### src/rtl/fifo_arb_ctrl_if.sv
// Handshake and memory-port bundle for fifo_arb_ctrl.
// The slave side is the controller. The master side is the writers, the reader and the memory.
interface fifo_arb_ctrl_if #(
    parameter int Data_width = 8,
    parameter int Address    = 3
);
    logic                  Req0;
    logic                  Req1;
    logic [Data_width-1:0] Wdata0;
    logic [Data_width-1:0] Wdata1;
    logic                  Gnt0;
    logic                  Gnt1;
    logic                  Rreq;
    logic                  Rvalid;
    logic                  Full;
    logic                  Empty;
    logic [Address:0]      Count;
    logic [Data_width-1:0] Mem_wrdata;
    logic [Address-1:0]    Mem_wadder;
    logic                  Mem_wclken;
    logic [Address-1:0]    Mem_radder;
    logic                  Mem_rempty;

    modport slave (
        input  Req0, Req1, Wdata0, Wdata1, Rreq,
        output Gnt0, Gnt1, Rvalid, Full, Empty, Count,
               Mem_wrdata, Mem_wadder, Mem_wclken, Mem_radder, Mem_rempty
    );

    modport master (
        output Req0, Req1, Wdata0, Wdata1, Rreq,
        input  Gnt0, Gnt1, Rvalid, Full, Empty, Count,
               Mem_wrdata, Mem_wadder, Mem_wclken, Mem_radder, Mem_rempty
    );
endinterface

### src/rtl/fifo_arb_ctrl.sv
// Two-writer round-robin FIFO controller. It owns the pointers, the occupancy count and the flags.
// It drives one external dual-port memory.
module fifo_arb_ctrl #(
    parameter int Data_width = 8,
    parameter int Depth      = 8,
    parameter int Address    = 3
) (
    input  logic              Clk,
    input  logic              Rst,
    fifo_arb_ctrl_if.slave    bus
);
    localparam logic [Address:0] DEPTH_C = (Address+1)'(Depth);

    logic [Address-1:0] wptr, rptr;
    logic [Address:0]   cnt;
    logic               last;
    logic               rvalid_q;
    logic               full, empty;
    logic               gnt0, gnt1, wr_acc, rd_acc;

    assign full  = (cnt == DEPTH_C);
    assign empty = (cnt == '0);

    // last=1 means writer 1 won most recently, so writer 0 takes the next tie
    always_comb begin
        gnt0   = 1'b0;
        gnt1   = 1'b0;
        if (!Rst && !full) begin
            gnt0 = bus.Req0 && (!bus.Req1 || last);
            gnt1 = bus.Req1 && (!bus.Req0 || !last);
        end
        wr_acc = gnt0 | gnt1;
        rd_acc = bus.Rreq && !empty && !Rst;
    end

    always_ff @(posedge Clk) begin
        if (Rst) begin
            wptr     <= '0;
            rptr     <= '0;
            cnt      <= '0;
            last     <= 1'b1;
            rvalid_q <= 1'b0;
        end else begin
            if (wr_acc) begin
                wptr <= wptr + 1'b1;
                last <= gnt1;
            end
            if (rd_acc)
                rptr <= rptr + 1'b1;
            if (wr_acc && !rd_acc)
                cnt <= cnt + 1'b1;
            else if (rd_acc && !wr_acc)
                cnt <= cnt - 1'b1;
            rvalid_q <= rd_acc;
        end
    end

    assign bus.Gnt0       = gnt0;
    assign bus.Gnt1       = gnt1;
    assign bus.Rvalid     = rvalid_q;
    assign bus.Full       = full;
    assign bus.Empty      = empty;
    assign bus.Count      = cnt;
    assign bus.Mem_wrdata = gnt1 ? bus.Wdata1 : bus.Wdata0;
    assign bus.Mem_wadder = wptr;
    assign bus.Mem_wclken = wr_acc;
    assign bus.Mem_radder = rptr;
    assign bus.Mem_rempty = !rd_acc;
endmodule

### src/flat_wrapper.sv
// flat-port wrapper written by rule: the top's interface ports become plain ports
module fifo_arb_ctrl_flat 
#(
    parameter int Data_width = 8,
    parameter int Depth      = 8,
    parameter int Address    = 3
)
  (Clk, Rst, bus_Req0, bus_Req1, bus_Wdata0, bus_Wdata1, bus_Rreq, bus_Gnt0, bus_Gnt1, bus_Rvalid, bus_Full, bus_Empty, bus_Count, bus_Mem_wrdata, bus_Mem_wadder, bus_Mem_wclken, bus_Mem_radder, bus_Mem_rempty);
  fifo_arb_ctrl_if #(.Data_width(Data_width), .Address(Address)) bus_i ();
  input  logic Clk;
  input  logic Rst;
  input wire logic [$bits(bus_i.Req0)-1:0] bus_Req0;
  input wire logic [$bits(bus_i.Req1)-1:0] bus_Req1;
  input wire logic [$bits(bus_i.Wdata0)-1:0] bus_Wdata0;
  input wire logic [$bits(bus_i.Wdata1)-1:0] bus_Wdata1;
  input wire logic [$bits(bus_i.Rreq)-1:0] bus_Rreq;
  output wire logic [$bits(bus_i.Gnt0)-1:0] bus_Gnt0;
  output wire logic [$bits(bus_i.Gnt1)-1:0] bus_Gnt1;
  output wire logic [$bits(bus_i.Rvalid)-1:0] bus_Rvalid;
  output wire logic [$bits(bus_i.Full)-1:0] bus_Full;
  output wire logic [$bits(bus_i.Empty)-1:0] bus_Empty;
  output wire logic [$bits(bus_i.Count)-1:0] bus_Count;
  output wire logic [$bits(bus_i.Mem_wrdata)-1:0] bus_Mem_wrdata;
  output wire logic [$bits(bus_i.Mem_wadder)-1:0] bus_Mem_wadder;
  output wire logic [$bits(bus_i.Mem_wclken)-1:0] bus_Mem_wclken;
  output wire logic [$bits(bus_i.Mem_radder)-1:0] bus_Mem_radder;
  output wire logic [$bits(bus_i.Mem_rempty)-1:0] bus_Mem_rempty;
  assign bus_i.Req0 = bus_Req0;
  assign bus_i.Req1 = bus_Req1;
  assign bus_i.Wdata0 = bus_Wdata0;
  assign bus_i.Wdata1 = bus_Wdata1;
  assign bus_i.Rreq = bus_Rreq;
  assign bus_Gnt0 = bus_i.Gnt0;
  assign bus_Gnt1 = bus_i.Gnt1;
  assign bus_Rvalid = bus_i.Rvalid;
  assign bus_Full = bus_i.Full;
  assign bus_Empty = bus_i.Empty;
  assign bus_Count = bus_i.Count;
  assign bus_Mem_wrdata = bus_i.Mem_wrdata;
  assign bus_Mem_wadder = bus_i.Mem_wadder;
  assign bus_Mem_wclken = bus_i.Mem_wclken;
  assign bus_Mem_radder = bus_i.Mem_radder;
  assign bus_Mem_rempty = bus_i.Mem_rempty;
  fifo_arb_ctrl #(.Data_width(Data_width), .Depth(Depth), .Address(Address)) u_core (.Clk(Clk), .Rst(Rst), .bus(bus_i));
endmodule
### config.mk
export PLATFORM = sky130hd
export DESIGN_NAME = fifo_arb_ctrl_flat
export DESIGN_NICKNAME = d
export VERILOG_FILES = /design/src/rtl/fifo_arb_ctrl_if.sv /design/src/rtl/fifo_arb_ctrl.sv /design/src/flat_wrapper.sv
export SDC_FILE = /design/constraint.sdc
export NUM_CORES = 1
export LEC_CHECK = 0
export BUFFER_PORTS_ARGS = -buffer_cell sky130_fd_sc_hd__clkbuf_2
export CORE_MARGIN = 2
export CORE_UTILIZATION = 38
export CTS_CLUSTER_SIZE = 20
export DETAILED_ROUTE_END_ITERATION = 10
export HOLD_SLACK_MARGIN = 0.02
export PLACE_DENSITY = 0.79
export SYNTH_ARGS = -nofsm -noshare
export SYNTH_HDL_FRONTEND = slang
export SYNTH_SLANG_ARGS = --single-unit
export TNS_END_PERCENT = 1
### constraint.sdc
create_clock -name Clk -period 2.5 [get_ports Clk]
set_input_delay 0.125 -clock Clk [delete_from_list [all_inputs] [get_ports Clk]]
set_output_delay 0.125 -clock Clk [all_outputs]
set_load 0.01 [all_outputs]
==> reports/results.tsv <==
metric	value	unit
cts.root.buffer_cell	clkbuf_4	
die_height	48.82	um
max_slew_margin	66.52	%
worstHoldStart	bus_Rreq	
rr_worst_depth	10	
cts_tree	yes	
grt_pass1_vias	752	
firstDrtPassIters	4	
fmax	421.0	MHz
numCtsBuffers	3	
min_period	2.376	ns
synthMuxAreaShare	19.84	%
synth_xor_area_share	6.885	%
cp.required	2.67	ns
avgSynthCellArea	9.661	um^2
ant_nets	0	
pwr-share-comb	54.7	%
outcome	completed	
critPathKind	flip-flop to flip-flop	
yosysSeqAreaShare	31.48	%
core	1922	um^2
synth_fp_nets	106	
synthArstFlopShare	0	%
dpl.hpwl	1445	um
io_pins	46	
ys_warn_count	0	
clkPwrFrac	10.8	%
wirelength	1833	um
grt_pass1_wl	3146	um
cts_max_level	1	
startpoint	u_core.bus.Count[1]$_SDFFE_PP0P_	
vias_per_cell	4.799	
setup_viol	0	
slew_viol_final	0	
die_w	48.82	um
finalSetupTns	0	ns
min_path_cells	3	
clock_path_buffers	2	
synth.cell_area	763.2	um^2
floorplan.rows	16	
grt_antenna_before_repair	0	
overflow	0	
path_clk_slew	0.08	ns
post_cts_buffers	0	
place.gp.congestion	0.8319	
p_leak	0.0005570	uW
stdcell_area	1096	um^2
start_util	39.71	%
portBuffers	45	
antennaDiodeCount	0	
syn_to_final_growth	43.61	%
crit-reg2reg-launch	u_core.bus.Count[1]$_SDFFE_PP0P_	
clkLatencyLatePin	0.27	ns
p_sw	468.4	uW
powerDensity	1001	nW/um^2
ys_ff_latch	12	
final_util	57.03	%
synthSimpleGateAreaFrac	18.85	%
drc	0	
grt_max_degree	11	
crit_path_cell_trace	o41ai_4 > nor2_1 > inv_1 > ha_1 > inv_1 > ha_4 > a21oi_2 > a211oi_1 > a31oi_1 > mux2_2	
synthCells	79	
hold_class	input port to flip-flop	
seqPwrFrac	34.5	%
clock_skew	0.007643	ns
drt_iter0_markers	10	
ys.flop_type	dfxtp_1	
ctsResizeCount	0	
min_period_over_period	95.02	%
swShare	42.68	%
synth_compound_area_share	7.213	%
track_usage	16.99	%
fill_cells	182	
nNetsFinal	156	
cts_hold_buf	0	
timing.rr.end	u_core.bus.Count[3]$_SDFFE_PP0P_	
end_kind	flip-flop	
worst_ir_drop_vdd	771.3	uV
wl_per_cell	11.90	um
worst_slew_pin_slew	0.5022	ns
r2r_setup_slack	0.12	ns
synthDistinctLibCells	29	
critPathMaxFanout	7	
critical_path_arrival	2.54	ns
report.final.hold_viol_count	0	
layout-drive-gt1-share	55.91	%
synth-adder-area-share	10.82	%
place_area	1055	um^2
path_common_cell	inv_1	
synth_top_family_by_area	multiplexers	
startpoint_type	flip-flop	
cts_sinks	12	
synth_edf_count	0	
slowest_delay	0.39	ns
internal-power	629.2	uW
dr_total_vias	739	
hold_path_end	u_core.bus.Rvalid$_SDFF_PP0_	
die-area	2383	um^2
maxCapViolCount	0	
critPathSlowestCell	dfxtp_4	
[cells by family after synthesis]
kind of cell	count (synthesis)
XOR/XNOR	6
buffers and inverters	8
adder cells (fa/ha/maj)	6
AO/OA/AOI/OAI	9
AND/OR/NAND/NOR	27
flip-flops	12
multiplexers	11
[layer usage]
metal  GRT usage, %  vias up  wire, um
met4          9.048        0        29
li1               -      365         -
met2          28.54       41       871
met3          6.442        3       171
met1          18.48      330       760
met5              0        -         0
[stage by stage]
step	setup slack, ns	power, uW	cells	hold slack, ns
2_1_floorplan	0.01313	737.1	79	0.2089
3_3_place_gp	0.1900	911.8	151	0.3690
3_5_place_dp	0.06851	937.8	151	0.3845
4_1_cts	0.03932	1064	154	0.09125
5_1_grt	-0.01102	1186	154	0.07810
6_report	0.1245	1098	154	0.09051
[cells in the final DEF, fill, tap and decap left out, types with 3 or more instances in the layout]
master     n
mux2_4     8
xnor2_1    4
inv_1      5
ha_1       4
dfxtp_2    3
buf_4      3
clkbuf_4   3
nor2_1    15
dfxtp_1    8
clkbuf_2  45
[cells in the mapped netlist, types with 2 or more instances]
cell	number	area, um^2
inv_1	5	18.77
mux2i_1	2	20.02
dfxtp_1	12	240.2
ha_1	5	62.56
a21oi_1	3	15.01
o21ai_0	2	10.01
mux2_4	8	120.1
xor2_1	2	17.52
clkbuf_1	2	7.510
nand2_1	2	7.510
nor2_1	15	56.30
xnor2_1	4	35.03
[area by class of cell]
class / instances / area, um^2 / area share, %
multi-input cells: 59 / 525.5 / 47.95
well taps: 27 / 33.78 / 3.082
clock buffers: 3 / 22.52 / 2.055
flip-flops and latches: 12 / 247.7 / 22.60
repair buffers: 48 / 247.7 / 22.60
inverters: 5 / 18.77 / 1.712
[sequential cells by signal, indices dropped and copies added (netlist names)]
register / cells
u_core.bus.Count: 4
u_core.bus.Mem_radder: 3
u_core.bus.Mem_wadder: 3
u_core.bus.Rvalid: 1
u_core.last: 1
[how the worst max path moves through the flow]
stage | to | slack [ns] | cells past startpoint
final | u_core.bus.Count[3]$_SDFFE_PP0P_ | 0.12 | 10
after CTS | u_core.bus.Count[3]$_SDFFE_PP0P_ | 0.04 | 10
after global placement | u_core.bus.Count[3]$_SDFFE_PP0P_ | 0.19 | 10
after floorplan | u_core.bus.Count[3]$_SDFFE_PP0P_ | 0.01 | 9
after global routing | u_core.bus.Count[3]$_SDFFE_PP0P_ | -0.01 | 10
after detailed placement | u_core.bus.Count[3]$_SDFFE_PP0P_ | 0.07 | 10
[worst max-delay path: cells and delay by family, from the launching register on]
kind	cells	cell delay (ns)
fa+ha+maj	2	0.42
mux	1	0.35
simple gates	1	0.10
flops	1	0.39
compound gates	4	0.82
buf+inv	2	0.19
[power groups by stage]
stage | Clock, uW | Sequential (uW) | Combinational, uW
after floorplan | 0 | 387 | 350
after global placement | 0 | 368 | 544
after detailed placement | 0 | 372 | 566
after CTS | 123 | 369 | 572
after global routing | 139 | 391 | 656
final | 119 | 379 | 600
Power figures use the tool's default switching activity.
